File: src/rtl/display_scan_ctrl_if.sv
//------------------------------------------------------------------------------
// Module   : display_scan_ctrl_if
// Purpose  : Bundles the load handshake, display controls and the multiplexed
//            7-segment outputs of display_scan_ctrl.
// Signals  : load_valid/load_ready/digits_in - shadow-buffer load port
//            bright, dig_en                  - brightness level, digit mask
//            segmentos, sel_seg, frame_tick  - display bus and frame strobe
// Modports : master - the side that loads codes and drives the display
//            slave  - the scan controller itself
// Revision : 1.0 - initial release
//------------------------------------------------------------------------------
`default_nettype none

interface display_scan_ctrl_if;
  logic        load_valid;
  logic        load_ready;
  logic [31:0] digits_in;
  logic [3:0]  bright;
  logic [3:0]  dig_en;
  logic [7:0]  segmentos;
  logic [3:0]  sel_seg;
  logic        frame_tick;

  modport master (
    output load_valid, digits_in, bright, dig_en,
    input  load_ready, segmentos, sel_seg, frame_tick
  );

  modport slave (
    input  load_valid, digits_in, bright, dig_en,
    output load_ready, segmentos, sel_seg, frame_tick
  );
endinterface

`default_nettype wire

File: src/rtl/display_scan_ctrl.sv
//------------------------------------------------------------------------------
// Module   : display_scan_ctrl
// Purpose  : Scan scheduler for a 4-digit multiplexed 7-segment display.
//            Double-buffers four segment codes and time-shares the segment bus
//            across the anodes with a fixed dwell per digit, a blank interval
//            at slot start, 16-level brightness PWM and a per-digit mask.
// Ports    : clk - system clock
//            rst - synchronous reset, active-low
//            bus - display_scan_ctrl_if.slave (load port, controls, outputs)
// Params   : DWELL_CYC - cycles per digit slot (> BLANK_CYC)
//            BLANK_CYC - all-anodes-off cycles at slot start (>= 1)
// Revision : 1.0 - initial release
//------------------------------------------------------------------------------
`default_nettype none

module display_scan_ctrl #(
  parameter int DWELL_CYC = 12500,
  parameter int BLANK_CYC = 250
) (
  input  wire logic        clk,
  input  wire logic        rst,
  display_scan_ctrl_if.slave bus
);

  localparam int                 c_cnt_w      = (DWELL_CYC > 1) ? $clog2(DWELL_CYC) : 1;
  localparam logic [c_cnt_w-1:0] c_cnt_last   = c_cnt_w'(DWELL_CYC - 1);
  localparam logic [c_cnt_w-1:0] c_blank_last = c_cnt_w'(BLANK_CYC - 1);

  typedef enum logic [0:0] {
    ST_BLANK = 1'b0,
    ST_SHOW  = 1'b1
  } state_t;

  state_t               r_state;
  state_t               w_state_nxt;
  logic [c_cnt_w-1:0]   r_cnt;
  logic [1:0]           r_dig;
  logic [3:0]           r_pwm;
  logic [31:0]          r_active;
  logic [31:0]          r_shadow;
  logic                 r_full;
  logic [7:0]           r_seg;
  logic [3:0]           r_sel;
  logic                 r_tick;

  logic                 w_slot_end;
  logic                 w_boundary;
  logic                 w_accept;
  logic                 w_lit;
  logic [7:0]           w_seg_nxt;
  logic [3:0]           w_sel_nxt;
  logic                 w_tick_nxt;

  assign w_slot_end = (r_cnt == c_cnt_last);
  assign w_boundary = w_slot_end && (r_dig == 2'd3);
  assign w_accept   = bus.load_valid && !r_full;
  assign w_tick_nxt = (r_dig == 2'd0) && (r_cnt == '0);

  // Slot phase FSM and the lit decision for the output registers.
  always_comb begin
    w_state_nxt = r_state;
    w_lit       = 1'b0;
    w_seg_nxt   = 8'hFF;
    w_sel_nxt   = 4'hF;
    case (r_state)
      ST_BLANK: begin
        if (w_slot_end) begin
          w_state_nxt = ST_BLANK;
        end else if (r_cnt == c_blank_last) begin
          w_state_nxt = ST_SHOW;
        end
      end
      ST_SHOW: begin
        // pwm runs free across slots, so the duty pattern is not re-phased per digit.
        w_lit = bus.dig_en[r_dig] && (r_pwm <= bus.bright);
        if (w_slot_end) begin
          w_state_nxt = ST_BLANK;
        end
      end
      default: w_state_nxt = ST_BLANK;
    endcase
    if (w_lit) begin
      w_sel_nxt = ~(4'b0001 << r_dig);
      w_seg_nxt = r_active[{r_dig, 3'b000} +: 8];
    end
  end

  always_ff @(posedge clk) begin
    if (!rst) begin
      r_state  <= ST_BLANK;
      r_cnt    <= '0;
      r_dig    <= 2'd0;
      r_pwm    <= 4'd0;
      r_active <= 32'hFFFF_FFFF;
      r_shadow <= 32'hFFFF_FFFF;
      r_full   <= 1'b0;
      r_seg    <= 8'hFF;
      r_sel    <= 4'hF;
      r_tick   <= 1'b0;
    end else begin
      r_state <= w_state_nxt;
      r_cnt   <= w_slot_end ? '0 : r_cnt + c_cnt_w'(1);
      if (w_slot_end) begin
        r_dig <= r_dig + 2'd1;
      end
      r_pwm <= r_pwm + 4'd1;

      // Transfer and accept are mutually exclusive: transfer needs a full
      // shadow, accept needs an empty one. A load landing in the boundary
      // cycle therefore waits in the shadow for the following frame.
      if (w_boundary && r_full) begin
        r_active <= r_shadow;
        r_full   <= 1'b0;
      end else if (w_accept) begin
        r_shadow <= bus.digits_in;
        r_full   <= 1'b1;
      end

      r_seg  <= w_seg_nxt;
      r_sel  <= w_sel_nxt;
      r_tick <= w_tick_nxt;
    end
  end

  assign bus.load_ready = ~r_full;
  assign bus.segmentos  = r_seg;
  assign bus.sel_seg    = r_sel;
  assign bus.frame_tick = r_tick;

endmodule

`default_nettype wire
File: src/flat_wrapper.sv
// flat-port wrapper written by rule: the top's interface ports become plain ports
module display_scan_ctrl_flat 
#(
  parameter int DWELL_CYC = 12500,
  parameter int BLANK_CYC = 250
)
  (clk, rst, bus_load_valid, bus_digits_in, bus_bright, bus_dig_en, bus_load_ready, bus_segmentos, bus_sel_seg, bus_frame_tick);
  display_scan_ctrl_if bus_i ();
  input  wire logic clk;
  input  wire logic rst;
  input wire logic [$bits(bus_i.load_valid)-1:0] bus_load_valid;
  input wire logic [$bits(bus_i.digits_in)-1:0] bus_digits_in;
  input wire logic [$bits(bus_i.bright)-1:0] bus_bright;
  input wire logic [$bits(bus_i.dig_en)-1:0] bus_dig_en;
  output wire logic [$bits(bus_i.load_ready)-1:0] bus_load_ready;
  output wire logic [$bits(bus_i.segmentos)-1:0] bus_segmentos;
  output wire logic [$bits(bus_i.sel_seg)-1:0] bus_sel_seg;
  output wire logic [$bits(bus_i.frame_tick)-1:0] bus_frame_tick;
  assign bus_i.load_valid = bus_load_valid;
  assign bus_i.digits_in = bus_digits_in;
  assign bus_i.bright = bus_bright;
  assign bus_i.dig_en = bus_dig_en;
  assign bus_load_ready = bus_i.load_ready;
  assign bus_segmentos = bus_i.segmentos;
  assign bus_sel_seg = bus_i.sel_seg;
  assign bus_frame_tick = bus_i.frame_tick;
  display_scan_ctrl #(.DWELL_CYC(DWELL_CYC), .BLANK_CYC(BLANK_CYC)) u_core (.clk(clk), .rst(rst), .bus(bus_i));
endmodule
File: config.mk
export PLATFORM = sky130hd
export DESIGN_NAME = display_scan_ctrl_flat
export DESIGN_NICKNAME = d
export VERILOG_FILES = /design/src/rtl/display_scan_ctrl_if.sv /design/src/rtl/display_scan_ctrl.sv /design/src/flat_wrapper.sv
export SDC_FILE = /design/constraint.sdc
export NUM_CORES = 1
export LEC_CHECK = 0
export CAP_MARGIN = 25
export CORE_MARGIN = 2
export CORE_UTILIZATION = 58
export CTS_CLUSTER_DIAMETER = 200
export DETAILED_ROUTE_END_ITERATION = 8
export GPL_ROUTABILITY_DRIVEN = 0
export PLACE_DENSITY = 0.89
export SYNTH_ARGS = -nofsm -noshare
export SYNTH_HDL_FRONTEND = slang
export SYNTH_SLANG_ARGS = --single-unit
File: constraint.sdc
create_clock -name clk -period 4.7 [get_ports clk]
set_input_delay 0.47 -clock clk [delete_from_list [all_inputs] [get_ports clk]]
set_output_delay 0.47 -clock clk [all_outputs]
set_load 0.05 [all_outputs]
==> results.cfg <==
[status]
status = complete, no violations

[synth]
synth_xor_area_share_pct = 3.00
synthTopCellsByArea = dfxtp_1, nand3_1, nand2_1
synth_top_family_by_area = simple AND/OR/NAND/NOR gates
yosys_warnings = 0
synth_cells = 459
synth-seq-cells = 99
synth.avg_cell_area_um2 = 8.89
synthesis.nets = 514
ys.flop_type = dfxtp_1
synthDominantCellAreaShare_pct = 48.6
synth_cell_types = 37
synth_area_leader_cell = dfxtp_1
yosysSeqAreaShare_pct = 48.6
synth_compound_area_share_pct = 6.01
async_reset_ff_share_pct = 0
synth_fa_ha_area_share_pct = 3.68
syn_area_mm2 = 0.00408
synth_edf_count = 0
synth-simple-area-share_pct = 28.1
muxShareOfSynthArea_pct = 4.90

[global_route]
grt_max_degree = 74
overflow = 0
antenna_found_initial = 0
grt_pass1_wl_um = 13900
grtUsageTotal_pct = 23.0
grt_pass1_vias = 3184

[setup_path]
start_kind = register
crit_family = simple AND/OR/NAND/NOR gates
startpoint = u_core.r_dig[0]
slowest_stage = dfxtp_1
crit_path_end_kind = register
crit_fanout = 32
r2r_start = u_core.r_dig[0]
max_stage_delay_ns = 0.74
critical_path_class = reg2reg
critical_path_buf_inv_count = 0
required_ns = 4.91
crit_path_frequent_cell = nand3_1
arrival_ns = 2.67
crit_chain = ha_1 -> nand3_1 -> o21ai_0 -> nand3_1

[layout]
drive_gt1_share_pct = 7.40
post-route-util_pct = 71.8
regArea_mm2 = 0.00198
layout_commonest_cell = nand3_1
layout_common_cells = nand3_1, dfxtp_1, nand2_1, clkdlybuf4s50_1, o21ai_0
layout.nets = 550
multiInputGateArea_mm2 = 0.00187
diodes = 0
area_growth_pct = 19.5
fill_cells = 491

[timing]
slew_headroom_pct = 36.5
rsz0062_at_grt = no
tns_ns = 0
drv_slew = 0
min_period_ns = 2.46
fin_worst_skew_ns = 0.00905
post-route-period-util_pct = 52.4
hold_viol = 0
finalSetupViolCount = 0
clock.fmax_mhz = 406
worstMarginPinSlew_ns = 0.949
timing.final.ws_setup_ns = 2.24

[job]
maxCapViolCount = 0

[cts]
clock_path_buffers = 2
cts_setup_buffers = 0
root_buffer = clkbuf_8
htree_levels = 3
post_cts_resized = 0
cts_tree = done
hold_buffers = 0
clkTransAtPathRegs_ns = 0.09
cts.sinks = 99
numCtsBuffers = 9
clkLatencyLatePin_ns = 0.37

[floorplan]
die_y_um = 87.9
core_area_mm2 = 0.00679
rows = 30
fp.dieW_um = 87.9
die_area_mm2 = 0.00772
initial_core_util_pct = 60.1
io_pins = 57

[min_path]
min_path_type = reg2reg
worstHoldStart = u_core.r_shadow[27]

[detailed_routing]
viasPerCell = 5.64
drtIter0Drc = 202
routed_wl_um = 8340
ant_nets = 0
vias = 3363
wl_per_cell_um = 14.0
first_pass_iters = 5
drcViolationCount = 0

[power_and_ir_drop]
powerDensity_mw_per_mm2 = 320
vdd_drop_max_uv = 140
p_leak_nw = 1.85

[place]
pre_cts_ws_ns = 2.31
hpwl_um = 5640
port_buffers = 56
-- metrics by stage --
| step | instances | hold slack [ns] | total power [mW] | instance area [um^2] |
|---|---|---|---|---|
| 6_report | 596 | 0.475 | 1.56 | 4880 |
| 5_1_grt | 596 | 0.494 | 1.61 | 4880 |
| 4_1_cts | 593 | 0.477 | 1.56 | 4820 |
| 3_5_place_dp | 577 | 0.457 | 1.02 | 4610 |
| 3_3_place_gp | 576 | 0.454 | 1.02 | 4590 |
| 2_1_floorplan | 459 | 0.437 | 0.970 | 4080 |
-- synth_stat cells (4+ instances only) --
library cell    n
buf_6           4
clkbuf_1       22
dfxtp_1        99
xor2_1         10
and2_1          5
inv_1          14
xnor2_1         4
nand3_1       105
ha_1           12
mux4_2          8
buf_2           5
nor2_2          4
nor2_1         13
nand2_1        71
or3_1           9
and3_1          6
o21ai_0        33
nand4_1         5
-- layout make-up --
cell class	instances	share of cell area, %
clock buffers	11	2.90
clock inverters	5	1.28
inverters	14	1.08
multi-input cells	310	38.3
flip-flops and latches	99	40.6
well taps	96	2.46
repair buffers	61	13.3
-- cells by family after synthesis --
family	after synthesis
muxes	10
adders and majority gates	12
buffers and inverters	50
xor gates and xnor gates	14
DFF	99
and+or+nand+nor	231
AOI/OAI and AO/OA	43
-- state kept, by name, indices dropped and copies added, names as in the netlist --
signal                 count
u_core.bus.frame_tick      1
u_core.bus.segmentos       8
u_core.bus.sel_seg         4
u_core.r_active           32
u_core.r_cnt              14
u_core.r_dig               2
u_core.r_full              1
u_core.r_pwm               4
u_core.r_shadow           32
u_core.r_state             1
-- final timing paths --
| path | to | slack, ns | depth (start not counted) |
|---|---|---|---|
| max | u_core.r_active[16] | 2.24 | 4 |
| min | u_core.r_shadow[27] | 0.47 | 2 |
| max reg2reg | u_core.r_active[16] | 2.24 | 4 |
| min reg2reg | u_core.r_shadow[27] | 0.47 | 2 |
-- worst register-to-register path, stage by stage, from the launching register on --
cell,delay [ns]
dfxtp_1,0.74
ha_1,0.31
nand3_1,0.67
o21ai_0,0.47
nand3_1,0.12
-- report_power, final --
group	internal, mW	switching (mW)
Sequential	0.866	0.0191
Clock	0.262	0.284
Combinational	0.0647	0.0622
Total	1.19	0.365
-- layer usage --
layer / up-vias / global-route usage (%) / routed length, um
met5: - / 0 / 0
met4: 0 / 11.6 / 213
li1: 1644 / - / -
met3: 18 / 3.58 / 357
met2: 92 / 38.8 / 4060
met1: 1609 / 28.5 / 3710
No activity file was read; power rests on OpenSTA's default activity.
==> RTL edit: new RTL, same settings <==
`DWELL_CYC` is set to 12500 in 2 places; all go to 25000.
--- a/src/rtl/display_scan_ctrl.sv
+++ b/src/rtl/display_scan_ctrl.sv
@@ -14,7 +14,7 @@
 `default_nettype none
 
 module display_scan_ctrl #(
-  parameter int DWELL_CYC = 12500,
+  parameter int DWELL_CYC = 25000,
   parameter int BLANK_CYC = 250
 ) (
   input  wire logic        clk,
--- a/src/flat_wrapper.sv
+++ b/src/flat_wrapper.sv
@@ -1,7 +1,7 @@
 // flat-port wrapper written by rule: the top's interface ports become plain ports
 module display_scan_ctrl_flat 
 #(
-  parameter int DWELL_CYC = 12500,
+  parameter int DWELL_CYC = 25000,
   parameter int BLANK_CYC = 250
 )
   (clk, rst, bus_load_valid, bus_digits_in, bus_bright, bus_dig_en, bus_load_ready, bus_segmentos, bus_sel_seg, bus_frame_tick);
Behaviour: no difference found for any inputs over 10 cycles, from zero or initial values and one cycle with rst low; that may be too few to reach the edited logic, so the function may still have changed.
==> RTL edit against the original RTL <==
First-iteration DRC count shrank 5.4%; setup slack improved by 210 ps; maximum frequency grew 9.3%; area after synthesis down 0.12%; total power is 4.5% lower; routed wire length up 3.9%; sequential cell count is 1 higher; final area shrank 0.74%; clock power shrank 13%.
==> RTL edit: results (changes against the original RTL) <==
| Metric | Value |
|---|---|
| Worst slew pin tran | `971 ps (was 949 ps)` |
| CP Max Fanout | `35 (was 32)` |
| Synthesized net count | `523 (was 514)` |
| Drt total wl | `8.67 mm (was 8.34 mm)` |
| Vias/cell | `5.65 (was 5.64)` |
| Setup slack, reg-to-reg | `2450 ps (was 2240 ps)` |
| DR pass1 iterations | `4 (was 5)` |
| Hold_sp | `u_core.r_shadow[26] (was u_core.r_shadow[27])` |
| Fin crit share | `47.9% (was 52.4%)` |
| Cells after Synth | `468 (was 459)` |
| Synth cell types | `31 (was 37)` |
| Gr usage total | `24.1% (was 23.0%)` |
| Cells after DPL | `587 (was 577)` |
| Status | `finished, final reports clean (unchanged)` |
| Layout cells sized above 1 | `6.30% (was 7.40%)` |
| Synth top area cells | `dfxtp_1, nand3_1, nand2_1 (unchanged)` |
| Vias in the first global route | `3210 (was 3184)` |
| Wire length per cell | `14.4 um (was 14.0 um)` |
| Largest net degree at the start of global routing | `50 (was 74)` |
| Number of DRC markers in iteration 0 | `191 (was 202)` |
| Registers with the most flip-flops | `u_core.r_active: 32 flops, u_core.r_shadow: 32 flops, u_core.r_cnt: 15 flops (was u_core.r_active: 32 flops, u_core.r_shadow: 32 flops, u_core.r_cnt: 14 flops)` |
| Dpl hpwl | `5.84 mm (was 5.64 mm)` |
| Crit path max-delay cell type | `or4_4 (was dfxtp_1)` |
| Worst flop-to-flop path startpoint | `u_core.r_cnt[0] (was u_core.r_dig[0])` |
| Slowest stage delay, CP | `790 ps (was 740 ps)` |
| Placed Area | `4610 um^2 (about the same)` |
| CP top delay family | `simple AND/OR/NAND/NOR gates (unchanged)` |
| Sequential-to-total area share from yosys stat | `49.1% (was 48.6%)` |
| Clock Skew | `5.73 ps (was 9.05 ps)` |
| Post-synth top cells | `nand3_1, dfxtp_1, nand2_1 (unchanged)` |
| Final core utilization | `71.2% (was 71.8%)` |
| First-pass GRT wire length | `14.4 mm (was 13.9 mm)` |
| LEAKAGE | `1.84 nW (was 1.85 nW)` |
| Clock tree buffer depth | `2 (unchanged)` |
| NumNets Final | `560 (was 550)` |
| Maximum VDD drop | `0.000144 V (was 0.000140 V)` |
| CP Data Arrival Time | `2490 ps (was 2670 ps)` |
| Minimum hold slack | `477 ps (was 475 ps)` |
RTL edit: cell types whose count changed in the layout (fill, tap and decap cells not counted), moves of 4 or more:
cell,delta
and3_1,-4
inv_1,+6
nand3_1,+9
nor2_1,+5
nor2_2,-4
nor4_1,+4
o21ai_0,-28
o21ai_1,+29
or3_1,-8
xnor2_1,+9
xor2_1,-7
RTL edit: routing by layer:
layer / vias to the layer above / GRT usage [%] / share of wire, %
li1: 1660 / - / -
met1: 1619 / 30.7 / 44
met2: 117 / 39.1 / 49
met3: 18 / 5.09 / 4.6
met4: 0 / 11.5 / 2.5
met5: - / 0 / 0
RTL edit: final cells by class:
type,instances,share of cell area [%]
sequential,100,41.4
multi-input combinational,313,37.8
timing repair buffer,61,13.5
clock buffer,12,3.00
tap,96,2.48
inverter,20,1.55
clock inverter,2,0.259
RTL edit: power by group:
part | switching, mW | total [mW] | internal, mW
clock network | 0.272 | 0.473 | 0.201
registers | 0.0194 | 0.894 | 0.874
logic | 0.0598 | 0.122 | 0.0621
RTL edit: final timing paths:
kind / cells after the start / endpoint
max reg2reg: 5 / u_core.r_active[15]
min: 2 / u_core.r_shadow[26]
max: 5 / u_core.r_active[15]
min reg2reg: 2 / u_core.r_shadow[26]
RTL edit: kinds of logic (layout without fill, tap and decap cells):
family                     Yosys count  after routing  share of synthesized area, %
and+or+nand+nor                    237            237                          27.8
DFF                                100            100                          49.1
buffers and inverters               55             95                          6.02
AOI/OAI and AO/OA                   39             39                          5.00
xor gates and xnor gates            16             16                          3.44
adders and majority gates           12             12                          3.68
muxes                                9              9                          4.97
